File: src/rtl/block_interleaver_wide.sv
// block_interleaver_wide
//   Ping-pong block interleaver / deinterleaver between two FWFT FIFOs.
//   A block of N = ROW_NUMBER*COL_NUMBER symbols is written into one of two
//   buffers while the other is drained. Interleave writes row-major and reads
//   column-major; deinterleave writes column-major and reads row-major. The
//   direction is taken from MODE at the first symbol of each block.
//
// Ports
//   CLK            rising-edge clock
//   RESET          synchronous, active-high reset
//   MODE           0 = interleave, 1 = deinterleave (latched per block)
//   FIFO_IN_DATA   input symbol (first-word-fall-through)
//   FIFO_IN_EMPTY  input FIFO empty
//   FIFO_IN_RE     input read strobe (combinational)
//   FIFO_OUT_DATA  output symbol (registered)
//   FIFO_OUT_WE    output write strobe (registered)
//   FIFO_OUT_FULL  output FIFO almost-full (gates read issue only)
//   BLOCK_END      pulse with the FIFO_OUT_WE of the last symbol of a block
module block_interleaver_wide #(
  parameter int ROW_NUMBER = 10,
  parameter int COL_NUMBER = 7,
  parameter int DATA_WIDTH = 1,
  parameter int ADDR_WIDTH = $clog2(ROW_NUMBER * COL_NUMBER)
) (
  input  logic                  CLK,
  input  logic                  RESET,
  input  logic                  MODE,
  input  logic [DATA_WIDTH-1:0] FIFO_IN_DATA,
  input  logic                  FIFO_IN_EMPTY,
  output logic                  FIFO_IN_RE,
  output logic [DATA_WIDTH-1:0] FIFO_OUT_DATA,
  output logic                  FIFO_OUT_WE,
  input  logic                  FIFO_OUT_FULL,
  output logic                  BLOCK_END
);

  localparam int N = ROW_NUMBER * COL_NUMBER;
  localparam logic [ADDR_WIDTH-1:0] ROW_LAST = ADDR_WIDTH'(ROW_NUMBER - 1);
  localparam logic [ADDR_WIDTH-1:0] COL_LAST = ADDR_WIDTH'(COL_NUMBER - 1);
  localparam logic [ADDR_WIDTH-1:0] COL_W    = ADDR_WIDTH'(COL_NUMBER);
  localparam logic [ADDR_WIDTH-1:0] ONE      = ADDR_WIDTH'(1);

  typedef struct packed {
    logic [ADDR_WIDTH-1:0] r;
    logic [ADDR_WIDTH-1:0] c;
  } pos_t;

  // Step a (row, col) position. row_first=1 walks the matrix column-major
  // (row counter runs fastest), otherwise row-major. The wrap after the last
  // element is never used: both sides clear their counters at the block end.
  function automatic pos_t advance(input pos_t p, input logic row_first);
    pos_t n;
    n = p;
    if (row_first) begin
      if (p.r == ROW_LAST) begin
        n.r = '0;
        n.c = p.c + ONE;
      end else begin
        n.r = p.r + ONE;
      end
    end else begin
      if (p.c == COL_LAST) begin
        n.c = '0;
        n.r = p.r + ONE;
      end else begin
        n.c = p.c + ONE;
      end
    end
    return n;
  endfunction

  logic [DATA_WIDTH-1:0] mem [2][N];

  logic [1:0]            full;
  logic [1:0]            mode_bit;
  logic                  wr_sel;
  logic                  rd_sel;
  pos_t                  wr_pos;
  pos_t                  rd_pos;

  logic                  wr_en;
  logic                  wr_mode;
  logic                  wr_last;
  logic [ADDR_WIDTH-1:0] wr_addr;
  pos_t                  wr_pos_nxt;
  logic                  rd_issue;
  logic                  rd_last;
  logic [ADDR_WIDTH-1:0] rd_addr;
  pos_t                  rd_pos_nxt;

  // Both traversal orders address the buffer as r*COL+c; only the order in
  // which r and c advance differs between writer and reader.
  // NOTE: every always_comb output gets a default before any branch, so no
  // path leaves a signal unassigned and no latch is inferred.
  always_comb begin
    wr_en      = !FIFO_IN_EMPTY && !full[wr_sel] && !RESET;
    // The first symbol of a block sees counters at zero and uses MODE
    // directly; the latched copy is only valid from the next cycle on.
    wr_mode    = ((wr_pos.r == '0) && (wr_pos.c == '0)) ? MODE : mode_bit[wr_sel];
    wr_last    = (wr_pos.r == ROW_LAST) && (wr_pos.c == COL_LAST);
    wr_addr    = wr_pos.r * COL_W + wr_pos.c;
    wr_pos_nxt = advance(wr_pos, wr_mode);

    rd_issue   = full[rd_sel] && !FIFO_OUT_FULL;
    rd_last    = (rd_pos.r == ROW_LAST) && (rd_pos.c == COL_LAST);
    rd_addr    = rd_pos.r * COL_W + rd_pos.c;
    rd_pos_nxt = advance(rd_pos, !mode_bit[rd_sel]);
  end

  assign FIFO_IN_RE = wr_en;

  // NOTE: the symbol store has no reset; its contents are only ever read
  // after a complete block has been written, so reset just clears the flags.
  always_ff @(posedge CLK) begin
    if (wr_en) begin
      mem[wr_sel][wr_addr] <= FIFO_IN_DATA;
    end
  end

  // NOTE: state registers use non-blocking assignments only, so every
  // right-hand side below sees the values from before this edge.
  always_ff @(posedge CLK) begin
    if (RESET) begin
      full          <= '0;
      mode_bit      <= '0;
      wr_sel        <= 1'b0;
      rd_sel        <= 1'b0;
      wr_pos        <= '0;
      rd_pos        <= '0;
      FIFO_OUT_WE   <= 1'b0;
      FIFO_OUT_DATA <= '0;
      BLOCK_END     <= 1'b0;
    end else begin
      if (wr_en) begin
        if ((wr_pos.r == '0) && (wr_pos.c == '0)) begin
          mode_bit[wr_sel] <= MODE;
        end
        if (wr_last) begin
          full[wr_sel] <= 1'b1;
          wr_pos       <= '0;
          wr_sel       <= ~wr_sel;
        end else begin
          wr_pos <= wr_pos_nxt;
        end
      end

      // Writer only touches a non-full buffer and the reader only a full
      // one, so the two full[] updates never target the same bit.
      FIFO_OUT_WE <= rd_issue;
      BLOCK_END   <= rd_issue && rd_last;
      if (rd_issue) begin
        FIFO_OUT_DATA <= mem[rd_sel][rd_addr];
        if (rd_last) begin
          full[rd_sel] <= 1'b0;
          rd_pos       <= '0;
          rd_sel       <= ~rd_sel;
        end else begin
          rd_pos <= rd_pos_nxt;
        end
      end
    end
  end

endmodule

File: config.mk
export PLATFORM = sky130hd
export DESIGN_NAME = block_interleaver_wide
export DESIGN_NICKNAME = d
export VERILOG_FILES = /design/src/rtl/block_interleaver_wide.sv
export SDC_FILE = /design/constraint.sdc
export NUM_CORES = 1
export LEC_CHECK = 0
export ABC_AREA = 1
export CORE_UTILIZATION = 30
export DETAILED_ROUTE_END_ITERATION = 10
export PLACE_DENSITY = 0.43
export RECOVER_POWER = 100
export SYNTH_ARGS = -nofsm -noshare
export SYNTH_HDL_FRONTEND = slang
export SYNTH_SLANG_ARGS = --single-unit
File: constraint.sdc
create_clock -name CLK -period 4.75 [get_ports CLK]
set_clock_uncertainty 0.15 [all_clocks]
set_input_delay 0.7125 -clock CLK [delete_from_list [all_inputs] [get_ports CLK]]
set_output_delay 0.7125 -clock CLK [all_outputs]
set_load 0.03 [all_outputs]
## After elaboration in Yosys (flattened, before gate mapping)

Memories as Yosys holds them, arrays and structs flattened. A register that Yosys moved wholly into a read port is not among the register bits.
Cells that the tools add are included.

- Bits in registers: 37
- RAM bits: 140
- Input bits: 6
- Output and inout port bits: 4
- Logic and storage cells: 105
- Memories: 1

Memories:

| name | words | bits a word | rd ports | clocked after memory_dff | write ports | line | text |
|---|---|---|---|---|---|---|---|
| mem | 2 | 70 | 1 | 1 | 1 | 72 | `logic [DATA_WIDTH-1:0] mem [2][N];` |

- Add/subtract/negate cells: 6
- $mul: 2
- $lt $le $gt $ge: 7
- Eq/ne operators: 6
- Muxes and demuxes: 40
- Bitwise gates (word level): 7
- Reductions and logical operators: 25

Operator list:

| operator | number |
|---|---|
| $mux W70 | 1 |
| $mux W14 | 4 |
| $mux W7 | 8 |
| $add A7 B1 Y7 const B | 4 |
| $mux W1 | 17 |
| $ge A8 B8 Y1 const B | 2 |
| $not A7 Y8 | 2 |
| $add A7 B7 Y7 | 2 |
| $eq A7 B3 Y1 const B | 2 |
| $eq A7 B4 Y1 const B | 2 |
| $logic_not A7 Y1 | 2 |
| $mul A7 B3 Y7 const B | 2 |
| $reduce_and A2 Y1 | 7 |
| $logic_and A1 B1 Y1 | 10 |
| $mux W2 | 5 |
| $lt A8 B1 Y1 const B | 1 |
| $bmux W1 S7 | 1 |
| $demux W1 S7 | 1 |
| $reduce_bool A3 Y1 | 2 |
| $logic_not A1 Y1 | 4 |
| $lt A1 B2 Y1 const B | 2 |
| $ne A3 B1 Y1 const B | 1 |
| $ne A3 B3 Y1 const B | 1 |
| $and A2 B2 Y2 | 1 |
| other kinds (6) | 9 |

## Longest topological paths before layout

Gate-level depths: netlist of the first run.

- Word-level depth: 11
- Depth in mapped cells: 16
- Depth with buffers taken out: 16

## Worst setup path after synthesis of the first run

No wires, ideal clock.

- Path type: register -> register
- Start point: register wr_pos[9] (netlist name)
- End point: memory mem[0][28] (netlist name), enable pin
- Library setup time: 0.312 ns
- Arrival: 3.130 ns
- Setup slack: 1.157 ns
- Stages on the path, launching flop included: 13
- Clock period less this slack: 3.593 ns
- Path through: dfxtp_1 fa_1 xor2_1 ha_1 inv_1 fa_1 o21ai_1 xor2_2 inv_2 nor2_4 nand2_4 buf_6 nor3_1

- Longest elaborated chain between the ends: 8

RTL lines:

| what | line | text |
|---|---|---|
| start, declared | 78 | `pos_t wr_pos;` |
| start signal, assigned | 143 | `wr_pos <= wr_pos_nxt;` |
| $mul A7 B3 Y7 (*) | 101 | `wr_addr = wr_pos.r * COL_W + wr_pos.c;` |
| $add A7 B7 Y7 (*) | 101 |  |
| $not A7 Y8 (implied by the code) (*) | 116 | `mem[wr_sel][wr_addr] <= FIFO_IN_DATA;` |
| $ge A8 B8 Y1 (implied by the code) or $lt A8 B1 Y1 (tied branches) | 116 |  |
| $logic_and A1 B1 Y1 (implied by the code) | 116 |  |
| $mux W1 (implied by the code) | 116 |  |
| $demux W1 S7 (*) | 116 |  |
| $mux W70 (implied by the code) (*) | 116 |  |
| end, declared | 72 |  |

Every way passes the cells marked *; elsewhere a longest branch is shown, timed or not.

## Final worst setup path of the first run

- Start point: register wr_pos[9] (netlist name)
- End point: memory mem[0][31] (netlist name), enable pin

Same word-level chain as after synthesis.

==> results_tabular.tex, run 1 <==
\begin{tabular}{lr}
\hline
Metric & Value \\
\hline
\multicolumn{2}{l}{\textbf{Status}} \\
Result of the run & finished with violations \\
Violated checks & max-capacitance violations, max-slew violations \\
\multicolumn{2}{l}{\textbf{Detailed routing}} \\
Drt total wl & 25200 µm \\
Wire length per cell after detailed routing & 16.6 µm \\
Detailed router's first-iteration violation count & 486 \\
Routed via count divided by cell count & 4.72 \\
Total via count in the routed design & 7162 \\
Pre-Repair DR Iteration Count & 5 \\
Number of design rule violations left after detail routing & 0 \\
Antenna Violating Nets Remaining & 0 \\
\multicolumn{2}{l}{\textbf{Global route}} \\
Global routing usage on met2 & 0.266 \\
Vias in the first global route & 7293 \\
Met3 track demand over resource & 0.0282 \\
Total GRT Usage & 0.161 \\
Most used routing layer in global routing & met2 \\
Overflow left after global routing & 0 \\
Global-route wire length before repair & 41000 µm \\
Initial antenna violation count & 0 \\
Maximum number of pins on one net before global-route repair & 112 \\
Met1 track utilization from global routing & 0.218 \\
\multicolumn{2}{l}{\textbf{Worst setup path}} \\
Kind of critical path & register to register \\
Kind of end point of the critical path & register \\
CP max stage cell & sky130\_fd\_sc\_hd\_\_dfxtp\_1 \\
Ordered cell list for the critical path & fa\_1 > xor2\_1 > ha\_1 > inv\_1 > fa\_1 > o21ai\_1 > xor2\_1 > inv\_1 > nor3\_4 > nand2\_1 > nor2\_1 \\
Data arrival time of the critical path & 4.08 ns \\
CP peak stage delay & 0.54 ns \\
Reg-to-Reg End & mem[0][31] \\
Startpoint types & register \\
Worst Path Max Fanout & 8 \\
Worst reg2reg path depth & 11 \\
Worst R2R Setup Slack & 0.66 ns \\
Required time of the worst setup path & 4.74 ns \\
Startpoint of the worst register-to-register path & wr\_pos[9] \\
\multicolumn{2}{l}{\textbf{Min path}} \\
End point of the most critical hold path & full[0] \\
Hold path startpoint & full[0] \\
Number of cells traversed by the worst hold path & 2 \\
Worst hold path type & register to register \\
\multicolumn{2}{l}{\textbf{Yosys}} \\
Top cell types by occurrence after synthesis & sky130\_fd\_sc\_hd\_\_nand2\_1 (202), sky130\_fd\_sc\_hd\_\_edfxtp\_1 (140), sky130\_fd\_sc\_hd\_\_nor2\_1 (115) \\
Most common cell in the synthesized netlist & sky130\_fd\_sc\_hd\_\_nand2\_1 \\
Number of flops mapped to enable cells by yosys & 140 \\
Dominant synthesized flop cell & sky130\_fd\_sc\_hd\_\_edfxtp\_1 \\
Async set-reset flop share out of synthesis & 0 \\
Synth cell types & 50 \\
Yosys top cell area share & 0.428 \\
Average instance area after synthesis & 9.06 µm² \\
\#FFs+latches synth & 178 \\
Post-synthesis sequential area ratio & 0.505 \\
Post-Syn Area & 9830 µm² \\
Yosys top cell by area & sky130\_fd\_sc\_hd\_\_edfxtp\_1 \\
Yosys warns & 0 \\
Top cells by area, synth & sky130\_fd\_sc\_hd\_\_edfxtp\_1 (43\%), sky130\_fd\_sc\_hd\_\_dfxtp\_1 (7.7\%), sky130\_fd\_sc\_hd\_\_nand2\_1 (7.7\%) \\
Post-synthesis cell count & 1085 \\
Post-Syn Nets & 1147 \\
\multicolumn{2}{l}{\textbf{CTS}} \\
Post-cts sizing count & 0 \\
Hold Buf Count CTS & 0 \\
Maximum clock insertion buffer count & 2 \\
TritonCTS clock tree & built \\
Root buffer cell & sky130\_fd\_sc\_hd\_\_clkbuf\_16 \\
Number of buffers inserted during clock tree synthesis & 17 \\
Total setup buffers inserted after CTS & 0 \\
Latest clock arrival within the worst-skew pair & 0.44 ns \\
CTS Sinks & 178 \\
CTS clock-pin slew for the worst setup and hold paths & 0.08 ns \\
Maximum level of the CTS H-tree & 4 \\
\multicolumn{2}{l}{\textbf{STA}} \\
Time the final worst path needs with I/O delays and setup & 4.09 ns \\
Tightest Pin Transition & 2.04 ns \\
Highest Clock Rate & 244 MHz \\
Max-Slew Margin vs Limit & -0.363 \\
Count of endpoints failing setup in the final report & 0 \\
Final-layout setup total negative slack & 0 ns \\
Number of max-slew violations in the final report & 187 \\
Period Utilization, post-route & 0.862 \\
Hold violation count in the final report & 0 \\
Unrepaired setup endpoints after global routing & false \\
\multicolumn{2}{l}{\textbf{Place}} \\
DPL Wire Length & 14800 µm \\
Placed cell area & 10300 µm² \\
Port Buf Inserts & 9 \\
GPL Wtd Cong & 0.707 \\
\multicolumn{2}{l}{\textbf{Die}} \\
IO Count & 10 \\
Total Die Area & 33500 µm² \\
Starting density of the core & 0.308 \\
X dimension of the die & 183 µm \\
Die Y-Extent & 183 µm \\
Core Rows & 65 \\
Core Footprint & 31900 µm² \\
\multicolumn{2}{l}{\textbf{Pwr}} \\
Power per Cell Area & 305 nW/µm² \\
Worst VDD drop & 0.230 mV \\
Overall power & 3.30 mW \\
Leakage component of the power & 4.08 nW \\
\multicolumn{2}{l}{\textbf{Final layout}} \\
Final \#Nets & 1132 \\
Proportion of layout cells with a drive suffix above 1 & 0.0693 \\
Area taken by flip-flops and latches & 4970 µm² \\
Area added between synthesis and finish & 9.99\% \\
Ant. Diodes & 0 \\
Final std cell area, no fill & 10800 µm² \\
Area of the multi-input gates & 4070 µm² \\
Number of fillers in the final layout & 3400 \\
\multicolumn{2}{l}{\textbf{Job}} \\
Number of max-cap violations & 2 \\
\hline
\end{tabular}
-- power by group --
group | internal (mW) | total (mW) | switching, mW
logic | 0.0324 | 0.129 | 0.0961
registers | 1.68 | 1.69 | 0.00578
clock network | 0.795 | 1.48 | 0.688
total | 2.51 | 3.30 | 0.790
-- per-layer routing --
layer  part of all wire  up-vias
met1               0.49     3473
met4              0.011        0
met2               0.47       79
li1                   -     3594
met3              0.023       16
met5                  0        -
-- stage by stage --
step | setup slack (ns) | util | std cells | hold slack, ns
2_1_floorplan | 1.16 | - | 1085 | 0.299
3_3_place_gp | 0.928 | 0.322 | 1486 | 0.325
3_5_place_dp | 0.840 | 0.322 | 1486 | 0.330
4_1_cts | 0.807 | 0.341 | 1517 | 0.341
5_1_grt | 0.324 | 0.339 | 1517 | 0.383
6_report | 0.656 | 0.339 | 1517 | 0.337
-- worst max-delay path, delay by kind of cell (launching register included) --
| kind | cells | cell delay [ns] |
|---|---|---|
| adder cells (fa/ha/maj) | 3 | 1.27 |
| AND/OR/NAND/NOR | 3 | 0.71 |
| XOR/XNOR | 2 | 0.62 |
| flip-flops | 1 | 0.54 |
| buffers and inverters | 2 | 0.33 |
| AO/OA/AOI/OAI | 1 | 0.18 |
-- registers in the layout, summed over array words and instances (netlist names), named ones only --
register,cells
rd_sel,1
BLOCK_END,1
FIFO_OUT_WE,1
FIFO_OUT_DATA,1
mem,140
wr_sel,1
full,2
wr_pos,14
mode_bit,2
rd_pos,14
-- placed cells by master, fill, tap and decap left out, drive strengths merged, types with 8 or more instances in the layout --
cell	count
buf	12
fa	17
o21ai	34
nor2	119
nor3b	8
edfxtp	140
clkbuf	20
nor3	116
nand2	216
nand3	105
xor2	9
inv	125
a21oi	26
ha	39
xnor2	8
dfxtp	38
-- layout make-up --
type,count,share of cell area
clock buffer,17,0.0393
clock inverter,14,0.0161
inverter,119,0.0413
multi-input combinational,731,0.377
sequential,178,0.459
tap,435,0.0503
timing repair buffer,23,0.0170
-- kinds of logic (layout without fill, tap and decap cells) --
group	after synthesis	after routing	share of synthesized area
xor gates and xnor gates	17	17	0.0186
buffers and inverters	176	173	0.0753
adders and majority gates	56	56	0.0842
and+or+nand+nor	577	577	0.269
AOI/OAI and AO/OA	81	81	0.0482
DFF	178	178	0.505
-- worst max-delay path by stage --
stage                     cells past startpoint  slack, ns  startpoint         end
after floorplan                              12       1.16   wr_pos[9]  mem[0][28]
after global placement                       13       0.93   wr_pos[9]  mem[0][31]
after detailed placement                     11       0.84   wr_pos[9]  mem[0][31]
after CTS                                    11       0.81   wr_pos[9]  mem[0][31]
after global routing                          8       0.32      wr_sel  wr_pos[13]
final                                        11       0.66   wr_pos[9]  mem[0][31]
No activity file was read; power rests on OpenSTA's default activity.
==> run 2, diff against run 1 <==
--- a/config.mk
+++ b/config.mk
@@ -10,6 +10,7 @@
 export DETAILED_ROUTE_END_ITERATION = 10
 export PLACE_DENSITY = 0.43
 export RECOVER_POWER = 100
+export SKIP_CTS_REPAIR_TIMING = 1
 export SYNTH_ARGS = -nofsm -noshare
 export SYNTH_HDL_FRONTEND = slang
 export SYNTH_SLANG_ARGS = --single-unit
==> results of run 2 <==
No change in the layout: final DEF, timing and power equal those of run 1.
